### config.mk
export PLATFORM = sky130hd
export DESIGN_NAME = regfile_write_queue_flat
export DESIGN_NICKNAME = d
export VERILOG_FILES = /design/src/rtl/regfile_write_queue_if.sv /design/src/rtl/regfile_write_queue.sv /design/src/flat_wrapper.sv
export SDC_FILE = /design/constraint.sdc
export NUM_CORES = 1
export LEC_CHECK = 0
export ABC_AREA = 0
export CORE_AREA = 2 2 125 127
export DETAILED_ROUTE_END_ITERATION = 12
export DIE_AREA = 0 0 127 129
export HOLD_SLACK_MARGIN = 0.08
export PLACE_DENSITY_LB_ADDON = 0.3
export SLEW_MARGIN = 15
export SYNTH_ARGS = -nofsm -noshare
export SYNTH_HDL_FRONTEND = slang
export SYNTH_SLANG_ARGS = --single-unit
### constraint.sdc
create_clock -name clk -period 4.4 [get_ports clk]
set_input_delay 0.66 -clock clk [delete_from_list [all_inputs] [get_ports clk]]
set_output_delay 0.66 -clock clk [all_outputs]
set_load 0.05 [all_outputs]
### src/rtl/regfile_write_queue_if.sv
// ---------------------------------------------------------------------------
// regfile_write_queue_if
//
// Bundles every non-clock, non-reset signal of the register-file write queue.
// The slave modport is the queue itself and the master modport is its
// environment: the producers, the decode stage and the register file.
//
// Signals:
//   flush                 discard all queued writes that have not issued yet
//   alu_valid/ready/addr/data   ALU writeback handshake
//   mem_valid/ready/addr/data   memory-load writeback handshake
//   we3/wa3/wd3           registered register-file write port
//   ra1/ra2               decode read addresses
//   byp1_hit/byp1_data    youngest pending value for ra1
//   byp2_hit/byp2_data    youngest pending value for ra2
//   pending               one bit per register with a write still in flight
//   count                 FIFO occupancy
//   stall_cnt             producer stall counter (only with RFWQ_STATS_EN)
// ---------------------------------------------------------------------------
interface regfile_write_queue_if #(
    parameter int WIDTH        = 16,
    parameter int ADDRESSWIDTH = 4,
    parameter int DEPTH        = 4
);
    localparam int CNTW = $clog2(DEPTH) + 1;

    logic                       flush;
    logic                       alu_valid;
    logic                       alu_ready;
    logic [ADDRESSWIDTH-1:0]    alu_addr;
    logic [WIDTH-1:0]           alu_data;
    logic                       mem_valid;
    logic                       mem_ready;
    logic [ADDRESSWIDTH-1:0]    mem_addr;
    logic [WIDTH-1:0]           mem_data;
    logic                       we3;
    logic [ADDRESSWIDTH-1:0]    wa3;
    logic [WIDTH-1:0]           wd3;
    logic [ADDRESSWIDTH-1:0]    ra1;
    logic [ADDRESSWIDTH-1:0]    ra2;
    logic                       byp1_hit;
    logic                       byp2_hit;
    logic [WIDTH-1:0]           byp1_data;
    logic [WIDTH-1:0]           byp2_data;
    logic [2**ADDRESSWIDTH-1:0] pending;
    logic [CNTW-1:0]            count;
`ifdef RFWQ_STATS_EN
    logic [15:0]                stall_cnt;
`endif

    // The write queue itself.
    modport slave (
`ifdef RFWQ_STATS_EN
        output stall_cnt,
`endif
        input  flush,
        input  alu_valid, alu_addr, alu_data,
        input  mem_valid, mem_addr, mem_data,
        input  ra1, ra2,
        output alu_ready, mem_ready,
        output we3, wa3, wd3,
        output byp1_hit, byp2_hit, byp1_data, byp2_data,
        output pending, count
    );

    // Producers, decode stage and register file around the queue.
    modport master (
`ifdef RFWQ_STATS_EN
        input  stall_cnt,
`endif
        output flush,
        output alu_valid, alu_addr, alu_data,
        output mem_valid, mem_addr, mem_data,
        output ra1, ra2,
        input  alu_ready, mem_ready,
        input  we3, wa3, wd3,
        input  byp1_hit, byp2_hit, byp1_data, byp2_data,
        input  pending, count
    );
endinterface

### src/rtl/regfile_write_queue.sv
// ---------------------------------------------------------------------------
// regfile_write_queue
//
// Writer side of the register file. Writeback results from the ALU and the
// load unit are accepted through valid/ready handshakes (load has priority),
// buffered in a small FIFO and drained one write per cycle into a registered
// we3/wa3/wd3 port. Writes aimed at the PC alias register are accepted but
// dropped. For hazard handling the block reports which registers still have
// a write in flight and forwards the youngest in-flight value for both
// decode read addresses.
//
// Ports:
//   clk    rising-edge clock for all state
//   rst_n  asynchronous active-low reset
//   bus    regfile_write_queue_if.slave (handshakes, write port, bypass,
//          pending vector, occupancy)
//
// Build option:
//   RFWQ_STATS_EN  when defined, drives bus.stall_cnt: a saturating count of
//                  cycles in which a producer offered data that was refused.
// ---------------------------------------------------------------------------
module regfile_write_queue #(
    parameter int WIDTH        = 16,
    parameter int ADDRESSWIDTH = 4,
    parameter int DEPTH        = 4,
    parameter int PCADDR       = 7
) (
    input logic                  clk,
    input logic                  rst_n,
    regfile_write_queue_if.slave bus
);
    localparam int PTRW = (DEPTH > 1) ? $clog2(DEPTH) : 1;
    localparam int CNTW = $clog2(DEPTH) + 1;
    localparam int NREG = 2 ** ADDRESSWIDTH;
    localparam logic [ADDRESSWIDTH-1:0] PC_A     = ADDRESSWIDTH'(PCADDR);
    localparam logic [CNTW-1:0]         FULL_CNT = CNTW'(DEPTH);

    logic [ADDRESSWIDTH-1:0] addr_q [DEPTH];
    logic [WIDTH-1:0]        data_q [DEPTH];

    logic [PTRW-1:0]         wr_ptr_q, wr_ptr_d;
    logic [PTRW-1:0]         rd_ptr_q, rd_ptr_d;
    logic [CNTW-1:0]         count_q, count_d;
    logic                    we3_q, we3_d;
    logic [ADDRESSWIDTH-1:0] wa3_q, wa3_d;
    logic [WIDTH-1:0]        wd3_q, wd3_d;

    logic                    full;
    logic                    empty;
    logic                    mem_fire;
    logic                    alu_fire;
    logic                    push_en;
    logic                    pop_en;
    logic [ADDRESSWIDTH-1:0] push_addr;
    logic [WIDTH-1:0]        push_data;

    logic [PTRW-1:0]         idx;
    logic                    hit1, hit2;
    logic [WIDTH-1:0]        val1, val2;
    logic [NREG-1:0]         pend;

    // Full is judged on the occupancy before this edge's pop, so a full
    // queue refuses everything even while it drains.
    assign full  = (count_q == FULL_CNT);
    assign empty = (count_q == '0);

    assign bus.mem_ready = rst_n & ~full;
    assign bus.alu_ready = rst_n & ~full & ~bus.mem_valid;

    assign mem_fire  = bus.mem_valid & bus.mem_ready;
    assign alu_fire  = bus.alu_valid & bus.alu_ready;
    assign push_addr = mem_fire ? bus.mem_addr : bus.alu_addr;
    assign push_data = mem_fire ? bus.mem_data : bus.alu_data;

    // A PC-targeted beat completes its handshake but never enters the
    // queue; a flush drops whatever beat arrives alongside it.
    assign push_en = (mem_fire | alu_fire) & (push_addr != PC_A) & ~bus.flush;
    assign pop_en  = ~empty & ~bus.flush;

    // Pointer and occupancy update; flush restarts the ring from slot 0.
    always_comb begin
        wr_ptr_d = wr_ptr_q;
        rd_ptr_d = rd_ptr_q;
        count_d  = count_q;
        if (bus.flush) begin
            wr_ptr_d = '0;
            rd_ptr_d = '0;
            count_d  = '0;
        end else begin
            if (push_en) wr_ptr_d = wr_ptr_q + 1'b1;
            if (pop_en)  rd_ptr_d = rd_ptr_q + 1'b1;
            if (push_en && !pop_en)      count_d = count_q + 1'b1;
            else if (!push_en && pop_en) count_d = count_q - 1'b1;
        end
    end

    // The output register takes the head on a pop; otherwise the address
    // and data hold and only the enable drops.
    always_comb begin
        we3_d = pop_en;
        wa3_d = wa3_q;
        wd3_d = wd3_q;
        if (pop_en) begin
            wa3_d = addr_q[rd_ptr_q];
            wd3_d = data_q[rd_ptr_q];
        end
    end

    // Control state, cleared asynchronously so a reset drops we3 at once.
    always_ff @(posedge clk or negedge rst_n) begin
        if (!rst_n) begin
            wr_ptr_q <= '0;
            rd_ptr_q <= '0;
            count_q  <= '0;
            we3_q    <= 1'b0;
            wa3_q    <= '0;
            wd3_q    <= '0;
        end else begin
            wr_ptr_q <= wr_ptr_d;
            rd_ptr_q <= rd_ptr_d;
            count_q  <= count_d;
            we3_q    <= we3_d;
            wa3_q    <= wa3_d;
            wd3_q    <= wd3_d;
        end
    end

    // Entry storage needs no reset: the occupancy count decides which
    // slots are meaningful.
    always_ff @(posedge clk) begin
        if (push_en) begin
            addr_q[wr_ptr_q] <= push_addr;
            data_q[wr_ptr_q] <= push_data;
        end
    end

    // Bypass and pending search. Candidates are visited oldest first (the
    // issuing write, then the FIFO from head to tail) so a later match
    // overwrites an earlier one and the youngest value wins.
    always_comb begin
        hit1 = 1'b0;
        hit2 = 1'b0;
        val1 = '0;
        val2 = '0;
        pend = '0;
        idx  = '0;
        if (we3_q) begin
            pend[wa3_q] = 1'b1;
            if (wa3_q == bus.ra1) begin
                hit1 = 1'b1;
                val1 = wd3_q;
            end
            if (wa3_q == bus.ra2) begin
                hit2 = 1'b1;
                val2 = wd3_q;
            end
        end
        for (int i = 0; i < DEPTH; i++) begin
            idx = rd_ptr_q + PTRW'(i);
            if (CNTW'(i) < count_q) begin
                pend[addr_q[idx]] = 1'b1;
                if (addr_q[idx] == bus.ra1) begin
                    hit1 = 1'b1;
                    val1 = data_q[idx];
                end
                if (addr_q[idx] == bus.ra2) begin
                    hit2 = 1'b1;
                    val2 = data_q[idx];
                end
            end
        end
        pend[PC_A] = 1'b0;
        if (bus.ra1 == PC_A) hit1 = 1'b0;
        if (bus.ra2 == PC_A) hit2 = 1'b0;
    end

    assign bus.we3       = we3_q;
    assign bus.wa3       = wa3_q;
    assign bus.wd3       = wd3_q;
    assign bus.count     = count_q;
    assign bus.pending   = pend;
    assign bus.byp1_hit  = hit1;
    assign bus.byp2_hit  = hit2;
    assign bus.byp1_data = val1;
    assign bus.byp2_data = val2;

`ifdef RFWQ_STATS_EN
    logic [15:0] stall_cnt_q;
    logic        stall;

    assign stall = (bus.alu_valid & ~bus.alu_ready) | (bus.mem_valid & ~bus.mem_ready);

    // Saturating count of refused offers; deliberately blind to flush.
    always_ff @(posedge clk or negedge rst_n) begin
        if (!rst_n) begin
            stall_cnt_q <= '0;
        end else if (stall && (stall_cnt_q != 16'hFFFF)) begin
            stall_cnt_q <= stall_cnt_q + 16'd1;
        end
    end

    assign bus.stall_cnt = stall_cnt_q;
`endif
endmodule
### src/flat_wrapper.sv
// flat-port wrapper written by rule: the top's interface ports become plain ports
module regfile_write_queue_flat 
#(
    parameter int WIDTH        = 16,
    parameter int ADDRESSWIDTH = 4,
    parameter int DEPTH        = 4,
    parameter int PCADDR       = 7
)
  (clk, rst_n, bus_flush, bus_alu_valid, bus_alu_addr, bus_alu_data, bus_mem_valid, bus_mem_addr, bus_mem_data, bus_ra1, bus_ra2, bus_alu_ready, bus_mem_ready, bus_we3, bus_wa3, bus_wd3, bus_byp1_hit, bus_byp2_hit, bus_byp1_data, bus_byp2_data, bus_pending, bus_count);
  regfile_write_queue_if #(.WIDTH(WIDTH), .ADDRESSWIDTH(ADDRESSWIDTH), .DEPTH(DEPTH)) bus_i ();
  input logic clk;
  input logic rst_n;
  input wire logic [$bits(bus_i.flush)-1:0] bus_flush;
  input wire logic [$bits(bus_i.alu_valid)-1:0] bus_alu_valid;
  input wire logic [$bits(bus_i.alu_addr)-1:0] bus_alu_addr;
  input wire logic [$bits(bus_i.alu_data)-1:0] bus_alu_data;
  input wire logic [$bits(bus_i.mem_valid)-1:0] bus_mem_valid;
  input wire logic [$bits(bus_i.mem_addr)-1:0] bus_mem_addr;
  input wire logic [$bits(bus_i.mem_data)-1:0] bus_mem_data;
  input wire logic [$bits(bus_i.ra1)-1:0] bus_ra1;
  input wire logic [$bits(bus_i.ra2)-1:0] bus_ra2;
  output wire logic [$bits(bus_i.alu_ready)-1:0] bus_alu_ready;
  output wire logic [$bits(bus_i.mem_ready)-1:0] bus_mem_ready;
  output wire logic [$bits(bus_i.we3)-1:0] bus_we3;
  output wire logic [$bits(bus_i.wa3)-1:0] bus_wa3;
  output wire logic [$bits(bus_i.wd3)-1:0] bus_wd3;
  output wire logic [$bits(bus_i.byp1_hit)-1:0] bus_byp1_hit;
  output wire logic [$bits(bus_i.byp2_hit)-1:0] bus_byp2_hit;
  output wire logic [$bits(bus_i.byp1_data)-1:0] bus_byp1_data;
  output wire logic [$bits(bus_i.byp2_data)-1:0] bus_byp2_data;
  output wire logic [$bits(bus_i.pending)-1:0] bus_pending;
  output wire logic [$bits(bus_i.count)-1:0] bus_count;
  assign bus_i.flush = bus_flush;
  assign bus_i.alu_valid = bus_alu_valid;
  assign bus_i.alu_addr = bus_alu_addr;
  assign bus_i.alu_data = bus_alu_data;
  assign bus_i.mem_valid = bus_mem_valid;
  assign bus_i.mem_addr = bus_mem_addr;
  assign bus_i.mem_data = bus_mem_data;
  assign bus_i.ra1 = bus_ra1;
  assign bus_i.ra2 = bus_ra2;
  assign bus_alu_ready = bus_i.alu_ready;
  assign bus_mem_ready = bus_i.mem_ready;
  assign bus_we3 = bus_i.we3;
  assign bus_wa3 = bus_i.wa3;
  assign bus_wd3 = bus_i.wd3;
  assign bus_byp1_hit = bus_i.byp1_hit;
  assign bus_byp2_hit = bus_i.byp2_hit;
  assign bus_byp1_data = bus_i.byp1_data;
  assign bus_byp2_data = bus_i.byp2_data;
  assign bus_pending = bus_i.pending;
  assign bus_count = bus_i.count;
  regfile_write_queue #(.WIDTH(WIDTH), .ADDRESSWIDTH(ADDRESSWIDTH), .DEPTH(DEPTH), .PCADDR(PCADDR)) u_core (.clk(clk), .rst_n(rst_n), .bus(bus_i));
endmodule
# Word-level counts from Yosys, hierarchy flattened
# Memory sizes are Yosys's and may differ from the RTL's.
# Index checks and enable logic that the tools add are counted.
[totals] register_bits=28 ram_bits=80 inputBits=53 output_inout_bits=76 memories=2
[mem_list] memory="u_core.data_q" depth=4 word_bits=16 rd=4 rd_clocked_by_memory_dff=0 write_ports=1 line="regfile_write_queue.sv:39" rtl="logic [WIDTH-1:0] data_q [DEPTH];"
[mem_list] memory="u_core.addr_q" depth=4 word_bits=4 rd=4 rd_clocked_by_memory_dff=0 write_ports=1 line="regfile_write_queue.sv:38" rtl="logic [ADDRESSWIDTH-1:0] addr_q [DEPTH];"
[classes] addsub=6 n_lt_le_gt_ge=14 eq_ne=14 muxes=68 bitwise=16 n_reduce_logical=13
[ops] operator="$mux 16" count=26
[ops] operator="$or 16x16->16" count=4
[ops] operator="$eq 4x4->1" count=10
[ops] operator="$mux 1" count=29
[ops] operator="$lt 4x5->1 const B" count=5
[ops] operator="$demux 1 s4" count=5
[ops] operator="$ge 4x1->1 const B" count=5
[ops] operator="$mux 3" count=3
[ops] operator="$eq 4x3->1 const B" count=2
[ops] operator="$mux 2" count=4
[ops] operator="$and 1x1->1" count=7
[ops] operator="$logic_and 1x1->1" count=7
[ops] operator="$lt 1x3->1 const A" count=2
[ops] operator="$lt 2x3->1 const A" count=2
[ops] operator="$add 2x1->2 const B" count=2
[ops] operator="$add 2x2->2 const B" count=2
[ops] operator="$mux 4" count=1
[ops] operator="$ne 4x3->1 const B" count=1
[ops] operator="$not 1->1" count=4
[ops] operator="$reduce_bool 2->1" count=2
[ops] operator="$add 3x1->3 const B" count=1
[ops] operator="$eq 3x3->1 const B" count=1
[ops] operator="$logic_not 3->1" count=1
[ops] operator="$reduce_bool 3->1" count=1
[ops] operator="3 further kinds" count=4

# Depth between registers and ports, before layout
# Gate-level depths: netlist (run 1).
[logic_depth] ltp_word=13 mapped_depth=9 mapped_depth_nobuf=8

# Worst setup path before layout (run 1)
# OpenSTA, ideal clock, no wires.
[synth_path] kind="flip-flop to flip-flop" startpoint="register u_core.count_q[1], in the netlist u_core.bus.count[1]" endpoint="memory u_core.addr_q[0][0], enable pin" arrival_ns=4.476 required_time_ns=3.973 setup_slack_ns=-0.503 path_stages_with_launch=9 path_buffers=1 cell_sequence="dfrtp_1 inv_1 ha_1 a21boi_1 nand2_1 buf_2 mux2i_1 o41ai_4 nor3b_1"
[synth_via] elab_chain_cells=10 elab_cells_between_ends=13 classes_between="2 x eq/ne; 3 x mux; 8 x bitwise"
[synth_rtl] item="from (decl)" line="regfile_write_queue.sv:43" rtl="logic [CNTW-1:0] count_q, count_d;"
[synth_rtl] item="from (signal assigned)" line="regfile_write_queue.sv:121" rtl="count_q <= count_d;"
[synth_rtl] item="$eq 3x3->1 (*)" line="regfile_write_queue.sv:64" rtl="assign full = (count_q == FULL_CNT);"
[synth_rtl] item="$not 1->1 (*)" line="regfile_write_queue.sv:67" rtl="assign bus.mem_ready = rst_n & ~full;"
[synth_rtl] item="$and 1x1->1 (*)" line="regfile_write_queue.sv:67"
[synth_rtl] item="named net bus_mem_ready" line="flat_wrapper.sv:23" rtl="output wire logic [$bits(bus_i.mem_ready)-1:0] bus_mem_ready;"
[synth_rtl] item="$and 1x1->1 (on tied branches)" line="regfile_write_queue.sv:70, regfile_write_queue.sv:68"
[synth_rtl] item="$mux 4 or $and 1x1->1 (tied branches)" line="regfile_write_queue.sv:72, regfile_write_queue.sv:71"
[synth_rtl] item="$ne 4x3->1 or $or 1x1->1 (tied branches)" line="regfile_write_queue.sv:77" rtl="assign push_en = (mem_fire | alu_fire) & (push_addr != PC_A) & ~bus.flush;"
[synth_rtl] item="$and 1x1->1 (*) (2 in series)" line="regfile_write_queue.sv:77"
[synth_rtl] item="$mux 1 (*)" line="regfile_write_queue.sv:131" rtl="if (push_en) begin"
[synth_rtl] item="$mux 1 (implied by the code) (*)" line="regfile_write_queue.sv:132" rtl="addr_q[wr_ptr_q] <= push_addr;"
[synth_rtl] item="to (decl)" line="regfile_write_queue.sv:38"
# The timed path passes the listed nets; every way through them passes the cells marked *.

# Final worst setup path (run 1)
[layout_path] startpoint="register u_core.rd_ptr_q[0]" endpoint="output bus_byp2_data[15]"
[layout_via] elab_chain_cells=10 elab_cells_between_ends=17 classes_between="3 x add/sub; 4 x eq/ne; 8 x mux; 2 x memory"
[layout_rtl] item="from (decl)" line="regfile_write_queue.sv:42" rtl="logic [PTRW-1:0] rd_ptr_q, rd_ptr_d;"
[layout_rtl] item="from (signal assigned)" line="regfile_write_queue.sv:120" rtl="rd_ptr_q <= rd_ptr_d;"
[layout_rtl] item="parallel branches: the longest is 9 deep, another holds $mem_v2 4x4"
[layout_rtl] item="$mux 16 (*)" line="regfile_write_queue.sv:160" rtl="if (CNTW'(i) < count_q) begin"
[layout_rtl] item="to (decl)" line="flat_wrapper.sv:30" rtl="output wire logic [$bits(bus_i.byp2_data)-1:0] bus_byp2_data;"
# Mark *: on every way between the ends.

==> results of run 1 <==
[metrics by stage]
step           utilization  std cells  setup slack, ns  hold WS [ns]
2_1_floorplan            -        834           -0.503         0.364
3_3_place_gp         0.639       1110            0.477         0.526
6_report             0.659       1126            0.150         0.548
4_1_cts              0.659       1126            0.168         0.549
3_5_place_dp         0.639       1110            0.432         0.531
5_1_grt              0.659       1126          0.00721         0.582
[critical path, delay by kind of cell, from the launching register on]
family | cells | cell delay (ns)
AO/OA/AOI/OAI | 3 | 1.28
XOR/XNOR | 1 | 0.27
buffers and inverters | 1 | 0.25
flip-flops | 1 | 0.66
multiplexers | 1 | 0.69
AND/OR/NAND/NOR | 1 | 0.09
[power breakdown]
group	switching, W	internal, W
Sequential	0.000284	0.00126
Combinational	0.00312	0.00158
Clock	0.000417	0.000410
[worst min-delay path by stage]
stage,end,depth (start not counted),slack [ns]
after floorplan,u_core.bus.count[0],0,0.36
after global placement,u_core.bus.wd3[2],2,0.53
after detailed placement,u_core.bus.wd3[0],2,0.53
after CTS,u_core.bus.wd3[0],2,0.55
after global routing,u_core.bus.wd3[13],2,0.58
final,u_core.bus.wd3[13],2,0.55
[kinds of logic after synthesis]
logic type | Yosys count | share of synthesized area
AOI/OAI and AO/OA | 261 | 0.222
xor gates and xnor gates | 41 | 0.0439
adders and majority gates | 9 | 0.0135
buffers and inverters | 82 | 0.0439
DFF | 108 | 0.379
muxes | 96 | 0.148
other | 1 | 0.000458
and+or+nand+nor | 236 | 0.149
[sequential cells by signal, indices dropped and copies added (netlist names)]
signal,flops
u_core.bus.wa3,4
u_core.data_q,64
u_core.bus.count,3
u_core.addr_q,16
u_core.bus.we3,1
u_core.bus.wd3,16
u_core.rd_ptr_q,2
u_core.wr_ptr_q,2
[synthesized netlist by cell type, types with 2 or more instances]
master    count
nand2_1      81
edfxtp_1     80
o21ai_0      54
a22oi_1      50
mux2_2       43
clkbuf_1     42
mux2i_1      37
nor2_1       36
a21o_1       33
a21oi_1      32
a221oi_1     30
nor3_1       30
dfrtp_1      28
o21ai_1      27
nor2b_1      25
xor2_1       21
xnor2_1      20
inv_1        17
and2_1       16
mux4_2       16
nand3_1      15
buf_2        11
nor3b_1      10
ha_1          8
nand2b_1      8
a221oi_2      5
buf_1         5
a211oi_1      4
buf_6         4
nor4_4        4
o21a_1        4
and3_1        3
nor3_2        3
o211ai_1      3
a21oi_2       2
a222oi_1      2
buf_4         2
o21bai_4      2
[layout make-up]
| cell class | instances | area, µm² |
|---|---|---|
| Fill cell | 1174 | 5100 |
| Clock inverter | 7 | 86.3 |
| Tap cell | 188 | 235 |
| Sequential cell | 108 | 3110 |
| Clock buffer | 9 | 225 |
| Timing Repair Buffer | 152 | 1400 |
| Multi-Input combinational cell | 644 | 4760 |
| Inverter | 18 | 67.6 |
[layer usage]
layer,global-route usage,vias to the layer above,wire [µm],share of wire
met1,0.448,3412,10400,0.44
li1,-,3344,-,-
met4,0.0621,0,351,0.015
met2,0.408,514,9780,0.41
met5,0,-,0,0
met3,0.0769,34,3060,0.13
==> metrics.yaml, run 1 <==
synthArstFlopShare: 0.259
final_common_cell: "clkdlybuf4s50_1"
final.setup.tns_ns: 0
synth_top_area_frac: 0.293
die_y_um: 129
hp-start: "u_core.bus.wd3[13]"
drc: 0
numCtsBuffers: 9
power_density_nw_per_um2: 715
via_per_inst: 6.49
synth_area_um2: 8190
crit_start: "u_core.rd_ptr_q[0]"
crit_end: "bus_byp2_data[15]"
rsz0062_at_grt: "no"
antenna_found_initial: 0
drive_above_1_share: 0.171
syn_avg_cell_area_um2: 9.81
r2r_cells: 9
cp.arrival_ns: 3.59
slowest_delay_ns: 0.76
grt_pass1_vias: 6616
synth_cell_type_count: 59
nNetsFinal: 994
tightestPinTransition_ns: 1.00
grt_pass1_wl_um: 36900
cts_max_level: 3
status: "completed"
syn_inst: 834
endpoint_kind: "output pin"
place.detailed.hpwl_um: 17000
max-slew-margin-rel: 0.331
rrSetupSlack_ns: 1.13
grt_overflow: 0
clkTransAtPathRegs_ns: 0.08
clock-sinks: 108
synth_ff_type: "edfxtp_1"
finalPower_w: 0.00706
final_cell_mix: "92 x clkdlybuf4s50_1, 81 x nand2_1, 80 x edfxtp_1"
wl_per_cell_um: 21.0
finalCritPeriodShare: 0.966
core_um2: 15000
synth_edf_count: 80
fp.dieW_um: 127
cts_hold_buffers: 0
fmax_mhz: 235
ys_warn_count: 0
worstPathMaxFanout: 17
maxSlewViolCount: 0
maxCapViolCount: 0
io_buffers: 127
leakage_nw: 3.76
placed_cell_area_um2: 9560
routabilityCongestion: 0.973
crit_chain: "mux4_2, xor2_1, nor4_4, a21oi_2, a221oi_1, o21ai_1, buf_4"
slowest_stage: "a21oi_2"
ys_seq_area_frac: 0.379
cts_resized: 0
dieArea_um2: 16400
start_util: 0.547
num_rows: 45
synth_area_leaders: "edfxtp_1 29%, dfrtp_1 8.6%, mux2_2 5.9%"
clockBufferDepth: 2
setup_viol: 0
synth_top_cell_by_area: "edfxtp_1"
peakVddDrop_mv: 0.297
drt-pass1-iter-count: 5
clockRootBuffer: "clkbuf_16"
startpoint_type: "flop"
r2r-start: "u_core.bus.count[1]"
crit_type: "flop to output pin"
drt-initial-drc-count: 975
clock_skew_ns: 0.00983
synth-seq-cells: 108
final-hold-violation-count: 0
design_area_um2: 9880
crit_required_ns: 3.74
timing.rr.end: "u_core.data_q[2][2]"
grt_max_degree: 78
antenna_cells: 0
antenna_left: 0
clk_latency_ns: 0.36
fin_crit_ns: 4.25
track_usage: 0.289
area_delta_synth_final_pct: 20.7
worstHoldPathType: "flop to flop"
io_pins: 129
cts_tree: "done"
postCtsSetupRepairBufs: 0
wl_um: 23600
synth_nets: 895
dr_total_vias: 7304
Note: power is estimated with default switching activity, not from simulation.
==> run 2, diff against run 1 <==
--- a/config.mk
+++ b/config.mk
@@ -5,12 +5,12 @@
 export SDC_FILE = /design/constraint.sdc
 export NUM_CORES = 1
 export LEC_CHECK = 0
-export ABC_AREA = 0
-export CORE_AREA = 2 2 125 127
+export ABC_AREA = 1
+export CORE_AREA = 2 2 133 135
 export DETAILED_ROUTE_END_ITERATION = 12
-export DIE_AREA = 0 0 127 129
+export DIE_AREA = 0 0 135 137
 export HOLD_SLACK_MARGIN = 0.08
-export PLACE_DENSITY_LB_ADDON = 0.3
+export PLACE_DENSITY = 0.78
 export SLEW_MARGIN = 15
 export SYNTH_ARGS = -nofsm -noshare
 export SYNTH_HDL_FRONTEND = slang
==> constraint.sdc (replaced) <==
create_clock -name clk -period 4.4 [get_ports clk]
set_input_delay 0.88 -clock clk [delete_from_list [all_inputs] [get_ports clk]]
set_output_delay 0.88 -clock clk [all_outputs]
set_load 0.05 [all_outputs]
==> run 2 against run 1 <==
Final cell count rose by 56%. Flip-flop and latch count did not move. Register-to-register slack barely moved. Critical path depth rose by 5. Critical endpoint is now bus_byp1_data[0]. Clock-buffer cell count did not move. Hold slack improved by 0.040 ns. First-iteration DRC count rose by 22%.
==> metrics.yaml, run 2 <==
synth_area_um2: 9220  # was 8190 µm²
route.met2.wl_um: 12500  # was 9780 µm
die_y_um: 137  # was 129 µm
synth_edf_count: 80  # unchanged
endpoint_kind: "output pin"  # unchanged
worstHoldPathType: "flop to flop"  # unchanged
crit_path_frequent_cell: "nand2_1"
drc: 0  # unchanged
top_register: "u_core.data_q"  # unchanged
final-hold-violation-count: 0  # unchanged
clockRootBuffer: "clkbuf_16"  # unchanged
drive_above_1_share: 0.0917  # was 0.171
crit_required_ns: 3.52  # was 3.74 ns
maxSlewViolCount: 0  # unchanged
clkTransAtPathRegs_ns: 0.07  # was 0.08 ns
final_cell_mix: "488 x nand2_1, 197 x nand3_1, 160 x inv_1"  # was 92 x clkdlybuf4s50_1, 81 x nand2_1, 80 x edfxtp_1
postCtsSetupRepairBufs: 0  # unchanged
status: "completed"  # unchanged
worstPathMaxFanout: 17  # unchanged
core_um2: 17100  # was 15,000 µm²
grt_pass1_wl_um: 47100  # was 36,900 µm
synth_nets: 1484  # was 895
max-slew-margin-rel: 0.446  # was 0.331
numCtsBuffers: 9  # unchanged
start_util: 0.541  # was 0.547
r2r_cells: 15  # was 9
track_usage: 0.328  # was 0.289
critPathTopFamily: "buffers and inverters"  # was compound AO/OA/AOI/OAI gates
synth_area_leaders: "edfxtp_1 26%, nand2_1 20%, nand3_1 11%"  # was edfxtp_1 29%, dfrtp_1 8.6%, mux2_2 5.9%
synth_cell_type_count: 38  # was 59
timing.rr.end: "u_core.data_q[2][5]"  # was u_core.data_q[2][2]
synth-seq-cells: 108  # unchanged
rsz0062_at_grt: "yes"  # was no
r2r-start: "u_core.bus.count[0]"  # was u_core.bus.count[1]
setup_viol: 0  # unchanged
maxCapViolCount: 0  # unchanged
ys_seq_area_frac: 0.336  # was 0.379
fp.dieW_um: 135  # was 127 µm
rrSetupSlack_ns: 1.13  # about the same
place.detailed.hpwl_um: 23400  # was 17,000 µm
synth_top_cell_by_area: "edfxtp_1"  # unchanged
clock-sinks: 108  # unchanged
synth_top_area_frac: 0.260  # was 0.293
tightestPinTransition_ns: 0.822  # was 1.00 ns
drt-initial-drc-count: 1189  # was 975
critPathBufInv: 3  # was 1
grt_max_degree: 65  # was 78
largest_reg_flops: 64  # unchanged
fillers: 1471  # was 1,174
num_rows: 48  # was 45
io_pins: 129  # unchanged
synthTopCellsByCount: "488 x nand2_1, 197 x nand3_1, 160 x inv_1"  # was 81 x nand2_1, 80 x edfxtp_1, 54 x o21ai_0
cts_tree: "done"  # unchanged
crit_type: "primary input to output pin"  # was flop to output pin
grt_pass1_vias: 8611  # was 6,616
clock_skew_ns: 0.00651  # was 0.00983 ns
whs_path_depth: 2  # unchanged
dr_total_vias: 9998  # was 7,304
routabilityCongestion: 1.01  # was 0.973
final_util: 0.680  # was 0.659
clockBufferDepth: 2  # unchanged
antenna_found_initial: 0  # unchanged
via_per_inst: 5.67  # was 6.49
fin_crit_ns: 4.24  # was 4.25 ns
route.met3.wl_um: 3740  # was 3060 µm
cp.depth: 12  # was 7
dieArea_um2: 18500  # was 16,400 µm²
antenna_left: 0  # unchanged
area_delta_synth_final_pct: 25.7  # was 20.7%
final_common_cell: "nand2_1"  # was clkdlybuf4s50_1
wl_um: 30300  # was 23,600 µm
ys_warn_count: 0  # unchanged
hp-start: "u_core.bus.wd3[1]"  # was u_core.bus.wd3[13]
synth_most_common_cell: "nand2_1"  # unchanged
clk_latency_ns: 0.37  # was 0.36 ns
synthArstFlopShare: 0.259  # unchanged
cts_hold_buffers: 0  # unchanged
holdPathEnd: "u_core.bus.wd3[1]"  # was u_core.bus.wd3[13]
finalCritPeriodShare: 0.964  # was 0.966
syn_avg_cell_area_um2: 6.48  # was 9.81 µm²
cp.arrival_ns: 3.36  # was 3.59 ns
grt_overflow: 0  # unchanged
slowest_stage: "clkdlybuf4s50_1"  # was a21oi_2
slowest_delay_ns: 0.62  # was 0.76 ns
drt-pass1-iter-count: 6  # was 5
synth_ff_type: "edfxtp_1"  # unchanged
cts_resized: 0  # unchanged
startpoint_type: "primary input"  # was flop
nNetsFinal: 1593  # was 994
syn_inst: 1423  # was 834
drt-met1-wl_um: 13600  # was 10,400 µm
crit_chain: "clkdlybuf4s50_1, inv_1, nand2_1, o21ai_0, a21oi_1, nand2_1, nor2_1, nand2_1, nand3_1, nand2_1, a21oi_1, buf_12"  # was mux4_2, xor2_1, nor4_4, a21oi_2, a221oi_1, o21ai_1, buf_4
antenna_cells: 0  # unchanged
topRoutingLayerUsed: "met4"  # unchanged
fmax_mhz: 236  # was 235 MHz
wl_per_cell_um: 17.2  # was 21.0 µm
cts_max_level: 3  # unchanged
io_buffers: 127  # unchanged
## run 2: cell count changes in the layout (fill, tap and decap cells not counted), moves of 23 or more
| cell | previous run | this run |
|---|---|---|
| buf_4 | 58 | 35 |
| inv_1 | 17 | 160 |
| nand3_1 | 15 | 197 |
| a221oi_1 | 30 | 0 |
| a22oi_1 | 50 | 9 |
| nor2b_1 | 25 | 0 |
| o21ai_0 | 54 | 96 |
| a21o_1 | 33 | 0 |
| nand2_1 | 81 | 488 |
| buf_12 | 2 | 53 |
| nor2_1 | 35 | 103 |
| mux2_2 | 43 | 0 |
## run 2: layout make-up
cell class,instances,area [µm²],area share
multi-input combinational,1083,5190,0.448
clock inverter,7,81.3,0.00701
inverter,166,623,0.0537
timing repair buffer,164,2080,0.180
sequential,108,3110,0.268
clock buffer,9,225,0.0194
tap,225,282,0.0243
## run 2: metrics by stage
step                cell area (µm²)  setup WS [ns]  hold slack, ns  TNS (ns)  cells
floorplan                      9220          0.685           0.580         0   1423
global route                  11600       -0.00168           0.628  -0.00168   1762
detailed placement            11300          0.278           0.577         0   1746
finish                        11600          0.156           0.588         0   1762
global placement              11300          0.262           0.570         0   1746
CTS                           11600          0.244           0.590         0   1762
## run 2: worst register-to-register path: cells and delay by family (launching register included)
kind / cells / cell delay, ns
flip-flops: 1 / 0.51
AND/OR/NAND/NOR: 10 / 1.30
adder cells (fa/ha/maj): 1 / 0.25
buffers and inverters: 4 / 0.95
## run 2: layer usage
| metal | global-route usage | vias to the layer above |
|---|---|---|
| met5 | 0 | - |
| met4 | 0.0602 | 0 |
| met3 | 0.0796 | 36 |
| met2 | 0.464 | 633 |
| met1 | 0.508 | 4463 |
| li1 | - | 4866 |
## run 2: cell families (layout without fill, tap and decap cells)
family                     count (synthesis)  count (layout)  synth area share
AOI/OAI and AO/OA                        178             178             0.107
buffers and inverters                    232             346             0.103
muxes                                     48              48            0.0521
and+or+nand+nor                          838             838             0.381
other                                      1               1          0.000407
DFF                                      108             108             0.336
xor gates and xnor gates                  10              10           0.00950
adders and majority gates                  8               8            0.0109
## run 2: worst max path at each step
stage / slack (ns) / start / to
after floorplan: 0.69 / u_core.bus.count[2] / bus_byp2_data[4]
after global placement: 0.26 / bus_ra1[0] / bus_byp1_data[0]
after detailed placement: 0.28 / bus_ra1[0] / bus_byp1_data[0]
after CTS: 0.24 / u_core.rd_ptr_q[0] / bus_byp2_hit
after global routing: -0.002 / u_core.rd_ptr_q[0] / bus_byp2_data[1]
final: 0.16 / bus_ra1[0] / bus_byp1_data[0]
Power of run 2 is not shown: default switching activity piles up to over one toggle a cycle in this logic, so the estimate is an artifact.
